## src/rtl/pc_unit_if.sv

```systemverilog
// Control/status bundle between the control FSM (master) and pc_unit (slave).
// Carries the action enables, jump/branch operands, the program counter and
// the return-stack status. pc_wrap is present only when PC_WRAP_FLAG_EN is
// defined.
interface pc_unit_if #(
  parameter int unsigned ADDR_W = 8,
  parameter int unsigned SP_W   = 3
);
  logic              hold;
  logic              load_en;
  logic [ADDR_W-1:0] load_addr;
  logic              inc_en;
  logic              rel_en;
  logic [ADDR_W-1:0] rel_off;
  logic              call_en;
  logic              ret_en;
  logic [ADDR_W-1:0] pc_out;
  logic [SP_W-1:0]   sp;
  logic              stack_full;
  logic              stack_empty;
  logic              stack_err;
`ifdef PC_WRAP_FLAG_EN
  logic              pc_wrap;
`endif

  modport master (
    output hold, load_en, load_addr, inc_en, rel_en, rel_off, call_en, ret_en,
    input  pc_out, sp, stack_full, stack_empty, stack_err
`ifdef PC_WRAP_FLAG_EN
    , input pc_wrap
`endif
  );

  modport slave (
    input  hold, load_en, load_addr, inc_en, rel_en, rel_off, call_en, ret_en,
    output pc_out, sp, stack_full, stack_empty, stack_err
`ifdef PC_WRAP_FLAG_EN
    , output pc_wrap
`endif
  );
endinterface

```

## src/rtl/pc_unit.sv

```systemverilog
// Program-counter unit with signed relative branch and a call/return stack.
// Ports:
//   clk  - system clock, all state changes on the rising edge
//   rst  - synchronous active-high reset
//   bus  - pc_unit_if.slave: enables/operands in, pc_out/sp/stack flags out
// One action per cycle, priority rst > hold > ret > call > load > rel > inc.
// Optional macro PC_WRAP_FLAG_EN adds the registered pc_wrap pulse.
module pc_unit #(
  parameter int unsigned              ADDR_W      = 8,
  parameter int unsigned              STACK_DEPTH = 4,
  parameter logic [ADDR_W-1:0]        RESET_VEC   = '0
) (
  input logic        clk,
  input logic        rst,
  pc_unit_if.slave   bus
);
  localparam int unsigned SP_W   = $clog2(STACK_DEPTH + 1);
  localparam int unsigned IDX_W  = (STACK_DEPTH > 1) ? $clog2(STACK_DEPTH) : 1;
  localparam int unsigned SLOTS  = 2 ** IDX_W;

  logic [ADDR_W-1:0] pc_q, pc_n;
  logic [SP_W-1:0]   sp_q, sp_n;
  logic              err_q, err_n;
  logic              push_en;
  logic              sel_inc;
  logic              sel_rel;
  logic [ADDR_W-1:0] stack_mem [SLOTS];
  logic [ADDR_W-1:0] ret_addr;

  // Return address currently on top of the stack (only used when sp > 0).
  assign ret_addr = stack_mem[IDX_W'(sp_q - 1'b1)];

  // Next-state selection; hold suppresses every action including error setting.
  always_comb begin
    pc_n    = pc_q;
    sp_n    = sp_q;
    err_n   = err_q;
    push_en = 1'b0;
    sel_inc = 1'b0;
    sel_rel = 1'b0;
    if (!bus.hold) begin
      if (bus.ret_en) begin
        if (sp_q != '0) begin
          pc_n = ret_addr;
          sp_n = sp_q - 1'b1;
        end else begin
          err_n = 1'b1;
        end
      end else if (bus.call_en) begin
        if (sp_q != SP_W'(STACK_DEPTH)) begin
          push_en = 1'b1;
          sp_n    = sp_q + 1'b1;
          pc_n    = bus.load_addr;
        end else begin
          err_n = 1'b1;
        end
      end else if (bus.load_en) begin
        pc_n = bus.load_addr;
      end else if (bus.rel_en) begin
        sel_rel = 1'b1;
        pc_n    = pc_q + bus.rel_off;
      end else if (bus.inc_en) begin
        sel_inc = 1'b1;
        pc_n    = pc_q + 1'b1;
      end
    end
  end

  // Architectural state; reset discards any operation requested in the same cycle.
  always_ff @(posedge clk) begin
    if (rst) begin
      pc_q  <= RESET_VEC;
      sp_q  <= '0;
      err_q <= 1'b0;
    end else begin
      pc_q  <= pc_n;
      sp_q  <= sp_n;
      err_q <= err_n;
    end
  end

  // Return-address storage; contents need no reset since sp gates every read.
  always_ff @(posedge clk) begin
    if (push_en && !rst) begin
      stack_mem[IDX_W'(sp_q)] <= pc_q + 1'b1;
    end
  end

  assign bus.pc_out      = pc_q;
  assign bus.sp          = sp_q;
  assign bus.stack_err   = err_q;
  assign bus.stack_full  = (sp_q == SP_W'(STACK_DEPTH));
  assign bus.stack_empty = (sp_q == '0);

`ifdef PC_WRAP_FLAG_EN
  logic [ADDR_W:0] inc_sum;
  logic [ADDR_W:0] rel_sum;
  logic            wrap_n;
  logic            wrap_q;

  // Carry out of the widened sum; for a negative offset a missing carry is a borrow.
  always_comb begin
    inc_sum = {1'b0, pc_q} + (ADDR_W + 1)'(1);
    rel_sum = {1'b0, pc_q} + {1'b0, bus.rel_off};
    wrap_n  = 1'b0;
    if (sel_rel) begin
      wrap_n = bus.rel_off[ADDR_W-1] ? ~rel_sum[ADDR_W] : rel_sum[ADDR_W];
    end else if (sel_inc) begin
      wrap_n = inc_sum[ADDR_W];
    end
  end

  always_ff @(posedge clk) begin
    if (rst) begin
      wrap_q <= 1'b0;
    end else begin
      wrap_q <= wrap_n;
    end
  end

  assign bus.pc_wrap = wrap_q;
`endif
endmodule

```

## src/flat_wrapper.sv

```systemverilog
// flat-port wrapper written by rule: the top's interface ports become plain ports
module pc_unit_flat 
#(
  parameter int unsigned              ADDR_W      = 8,
  parameter int unsigned              STACK_DEPTH = 4,
  parameter logic [ADDR_W-1:0]        RESET_VEC   = '0
)
  (clk, rst, bus_hold, bus_load_en, bus_load_addr, bus_inc_en, bus_rel_en, bus_rel_off, bus_call_en, bus_ret_en, bus_pc_out, bus_sp, bus_stack_full, bus_stack_empty, bus_stack_err);
  pc_unit_if #(.ADDR_W(ADDR_W), .SP_W(($clog2(STACK_DEPTH + 1)))) bus_i ();
  input logic clk;
  input logic rst;
  input wire logic [$bits(bus_i.hold)-1:0] bus_hold;
  input wire logic [$bits(bus_i.load_en)-1:0] bus_load_en;
  input wire logic [$bits(bus_i.load_addr)-1:0] bus_load_addr;
  input wire logic [$bits(bus_i.inc_en)-1:0] bus_inc_en;
  input wire logic [$bits(bus_i.rel_en)-1:0] bus_rel_en;
  input wire logic [$bits(bus_i.rel_off)-1:0] bus_rel_off;
  input wire logic [$bits(bus_i.call_en)-1:0] bus_call_en;
  input wire logic [$bits(bus_i.ret_en)-1:0] bus_ret_en;
  output wire logic [$bits(bus_i.pc_out)-1:0] bus_pc_out;
  output wire logic [$bits(bus_i.sp)-1:0] bus_sp;
  output wire logic [$bits(bus_i.stack_full)-1:0] bus_stack_full;
  output wire logic [$bits(bus_i.stack_empty)-1:0] bus_stack_empty;
  output wire logic [$bits(bus_i.stack_err)-1:0] bus_stack_err;
  assign bus_i.hold = bus_hold;
  assign bus_i.load_en = bus_load_en;
  assign bus_i.load_addr = bus_load_addr;
  assign bus_i.inc_en = bus_inc_en;
  assign bus_i.rel_en = bus_rel_en;
  assign bus_i.rel_off = bus_rel_off;
  assign bus_i.call_en = bus_call_en;
  assign bus_i.ret_en = bus_ret_en;
  assign bus_pc_out = bus_i.pc_out;
  assign bus_sp = bus_i.sp;
  assign bus_stack_full = bus_i.stack_full;
  assign bus_stack_empty = bus_i.stack_empty;
  assign bus_stack_err = bus_i.stack_err;
  pc_unit #(.ADDR_W(ADDR_W), .STACK_DEPTH(STACK_DEPTH), .RESET_VEC(RESET_VEC)) u_core (.clk(clk), .rst(rst), .bus(bus_i));
endmodule
```

## config.mk

```make
export PLATFORM = sky130hd
export DESIGN_NAME = pc_unit_flat
export DESIGN_NICKNAME = d
export VERILOG_FILES = /design/src/rtl/pc_unit_if.sv /design/src/rtl/pc_unit.sv /design/src/flat_wrapper.sv
export SDC_FILE = /design/constraint.sdc
export NUM_CORES = 1
export LEC_CHECK = 0
export CORE_UTILIZATION = 40
export CTS_BUF_LIST = sky130_fd_sc_hd__clkbuf_2
export DETAILED_ROUTE_END_ITERATION = 6
export SETUP_SLACK_MARGIN = 0.02
export SYNTH_ARGS = -nofsm -noshare
export SYNTH_HDL_FRONTEND = slang
export SYNTH_SLANG_ARGS = --single-unit
export TNS_END_PERCENT = 30
```

## constraint.sdc

```tcl
create_clock -name clk -period 2.52 [get_ports clk]
set_clock_uncertainty 0.05 [all_clocks]
set_input_delay 0.504 -clock clk [delete_from_list [all_inputs] [get_ports clk]]
set_output_delay 0.504 -clock clk [all_outputs]
set_load 0.05 [all_outputs]
```

==> results.md, run 1 <==
* Overflow after GRT at 0
* Synth top cells by count: 32 x edfxtp_1, 20 x nor2_1, 13 x ha_1, 13 x inv_1
* Die X at between 80 and 90 um
* Slew @ Worst Pin at 504 ps
* Post-DP HPWL at roughly 4400 um
* Top FF cell, synth: edfxtp_1
* Maxcap violations at 0
* R2r endpoint: u_core.bus.pc_out[4]
* WHS Endpoint: u_core.bus.stack_err
* Multi-input logic area at ~1200 um2
* Core Util, Final at 0.526
* 1st-pass router iterations at 4
* Endpoints failing hold at 0
* Num ports at 38
* DR top layer: met4
* P per Cell Area at ~590 nW/um2
* Hold Crit Depth at 2
* Maximum VDD drop at 252 uV
* Starting Density at 0.418
* CTS Buffer Depth at 2
* Worst r2r src: u_core.bus.pc_out[0]
* GP Congestion at 0.766
* DRT iter0 DRCs at 85
* Clock Latency Late Sink at approximately 410 ps
* Port bufs at 37
* Routed len/inst at 16.1 um
* Setup TNS Final at 0 ps
* ANT cells at 0
* Fin. max-slew vios at 0
* First-pass GRT wire length at between 9000 and 10000 um
* Synth Register Bits at 44
* Number of global-route vias before repair at 1799
* H-tree lvl count at 2
* Worst relative slew slack at 0.663
* DR vias/cell at roughly 5.4
* RSZ-0062 raised after global routing: yes
* Post-synth EDFFs at 32
* Arrival time worst endpoint at around 1900 ps
* Total CTS buffers at 5
* Netlist area before placement at approximately 2500 um2
* Area Overhead vs Synth at 25.7%
* Worst Path Class, Setup: reg2out
* Count leader, synth: edfxtp_1
* Syn Inst Count at roughly 220
* Leakage at around 1.2 nW
* Crit end category: primary output
* Drt drc at 0
* Synth area leaders: edfxtp_1 38%, dfxtp_1 9.6%, mux4_2 7.2%
* Fin nets at 314
* R2r setup slk at 320 ps
* Fmax at 415 MHz
* Crit path launch type: register
* Post-route insts no fill at ~350
* Via count at about 1900
* Crit path max fanout at 11
* Async SR Flop Fraction at 0
* Hold_buf cts at 0
* Die Ht at ~81 um
* Clock sink total at 44
* Number of fill cells in the layout at around 540
* Metal-1 WL at roughly 2700 um
* Largest net degree at the start of global routing at 20
* Antenna Nets Post-Route at 0
* Status: finished clean
* Syn avg cell area at around 11 um2
* Seq/Total Area, Yosys at 0.479
* Layout cell share with drive strength beyond 1 at 0.170
* Placed cell count at between 300 and 400
* CTS tree: built
* Final Critical Period at roughly 2400 ps
* Yosys top cell area share at 0.383
* Tot Pwr at 0.00187 W
* Worst Reg-to-Reg Cells at 8
* Synth Warn # at 0
* Met3 wire length at about 170 um
* Cell variety after synth at 47
* Worst endpoint required time at roughly 2000 ps
* DIE AREA at around 6600 um2
* Clk root buf: clkbuf_2
* Post-Syn Nets at between 200 and 300
* Period utilization at 0.955
* Seq. cell area at roughly 1200 um2
* Yosys top cell by area: edfxtp_1
* Initial antenna violation count at 0
* Met2 Wirelength at about 2800 um
* WHS at about 480 ps
* HP Start: u_core.bus.stack_err
* Core ar. at 5990 um2
* Setup violators final at 0
* Clock-pin slew on the worst setup and hold paths at 240 ps
* Core Rows at 28
* Total GRT Usage at 0.191
* Final WL at roughly 5700 um
* Hold Crit Class: reg2reg
-- what timing repair did --
| action | in CTS | in global routing |
|---|---|---|
| gates resized for setup | 0 | 1 |
| setup endpoints to repair | 0 | 2 |
| buffers inserted | 0 | 0 |
-- power by group --
group	internal, W	total (W)	leakage [nW]	switching [W]
combinational	0.000260	0.000596	0.775	0.000337
sequential	0.000821	0.000853	0.391	0.0000326
clock	0.000171	0.000420	0.0396	0.000249
total	0.00125	0.00187	1.21	0.000618
-- area by class of cell --
type | instances | area share
inverters | 13 | 0.0155
flip-flops and latches | 44 | 0.382
clock inverters | 3 | 0.0147
repair buffers | 57 | 0.168
multi-input cells | 155 | 0.381
well taps | 75 | 0.0298
clock buffers | 5 | 0.00795
-- kinds of logic (layout without fill, tap and decap cells) --
| family | count (synthesis) | count (layout) | synth area share |
|---|---|---|---|
| muxes | 14 | 14 | 0.0969 |
| adders and majority gates | 14 | 14 | 0.0729 |
| buffers and inverters | 24 | 78 | 0.0414 |
| xor gates and xnor gates | 10 | 10 | 0.0349 |
| DFF | 44 | 44 | 0.479 |
| AOI/OAI and AO/OA | 54 | 54 | 0.150 |
| and+or+nand+nor | 63 | 63 | 0.125 |
-- worst max path at each step --
stage	startpoint	to	slack [ps]	cells after the start
final	u_core.bus.sp[0]	bus_sp[0]	110	2
after global routing	u_core.bus.sp[0]	bus_sp[0]	7	2
after CTS	u_core.bus.sp[0]	bus_sp[0]	60	2
after detailed placement	bus_rel_off[0]	u_core.bus.pc_out[4]	-280	9
after global placement	bus_rel_off[0]	u_core.bus.pc_out[4]	-250	9
after floorplan	u_core.bus.pc_out[1]	u_core.bus.pc_out[4]	20	7
-- state kept, by name (all words and copies together), names as in the netlist --
signal	flops
u_core.bus.pc_out	8
u_core.bus.sp	3
u_core.bus.stack_err	1
u_core.stack_mem	32
-- stage by stage --
stage / cell area, um2 / worst slack (ps)
3_3_place_gp: 3080 / -248
5_1_grt: 3150 / 7.10
3_5_place_dp: 3080 / -276
6_report: 3150 / 113
4_1_cts: 3150 / 56.2
2_1_floorplan: 2510 / 18.4
-- critical path: stages (launching register included) --
cell             delay, ps
dfxtp_2                380
buf_4                  220
clkdlybuf4s50_1        840
-- metal layers --
| layer | up-vias | GRT usage |
|---|---|---|
| li1 | 939 | - |
| met3 | 6 | 0.0337 |
| met2 | 36 | 0.325 |
| met1 | 922 | 0.250 |
| met4 | 0 | 0.0482 |
| met5 | - | 0 |
-- placed cells by master (no fill, tap or decap), types with 4 or more instances in the layout --
master           instances
nor2_1                  20
and2_1                   6
dfxtp_1                 10
o21ai_0                  8
edfxtp_1                32
clkbuf_2                 5
buf_4                   21
a21oi_1                 12
inv_1                   13
a211oi_1                10
ha_1                    13
nand2_1                  8
clkdlybuf4s50_1         34
and3_1                   6
mux2i_1                  4
nand3_1                  8
mux4_2                   8
xnor2_1                  7
Power figures use the tool's default switching activity.
==> run 2, diff against run 1 <==
--- a/config.mk
+++ b/config.mk
@@ -5,9 +5,11 @@
 export SDC_FILE = /design/constraint.sdc
 export NUM_CORES = 1
 export LEC_CHECK = 0
+export CAP_MARGIN = 10
 export CORE_UTILIZATION = 40
 export CTS_BUF_LIST = sky130_fd_sc_hd__clkbuf_2
 export DETAILED_ROUTE_END_ITERATION = 6
+export HOLD_SLACK_MARGIN = 0.12
 export SETUP_SLACK_MARGIN = 0.02
 export SYNTH_ARGS = -nofsm -noshare
 export SYNTH_HDL_FRONTEND = slang
==> results of run 2 <==
The final DEF is identical to that of run 1; final timing and power are the same.
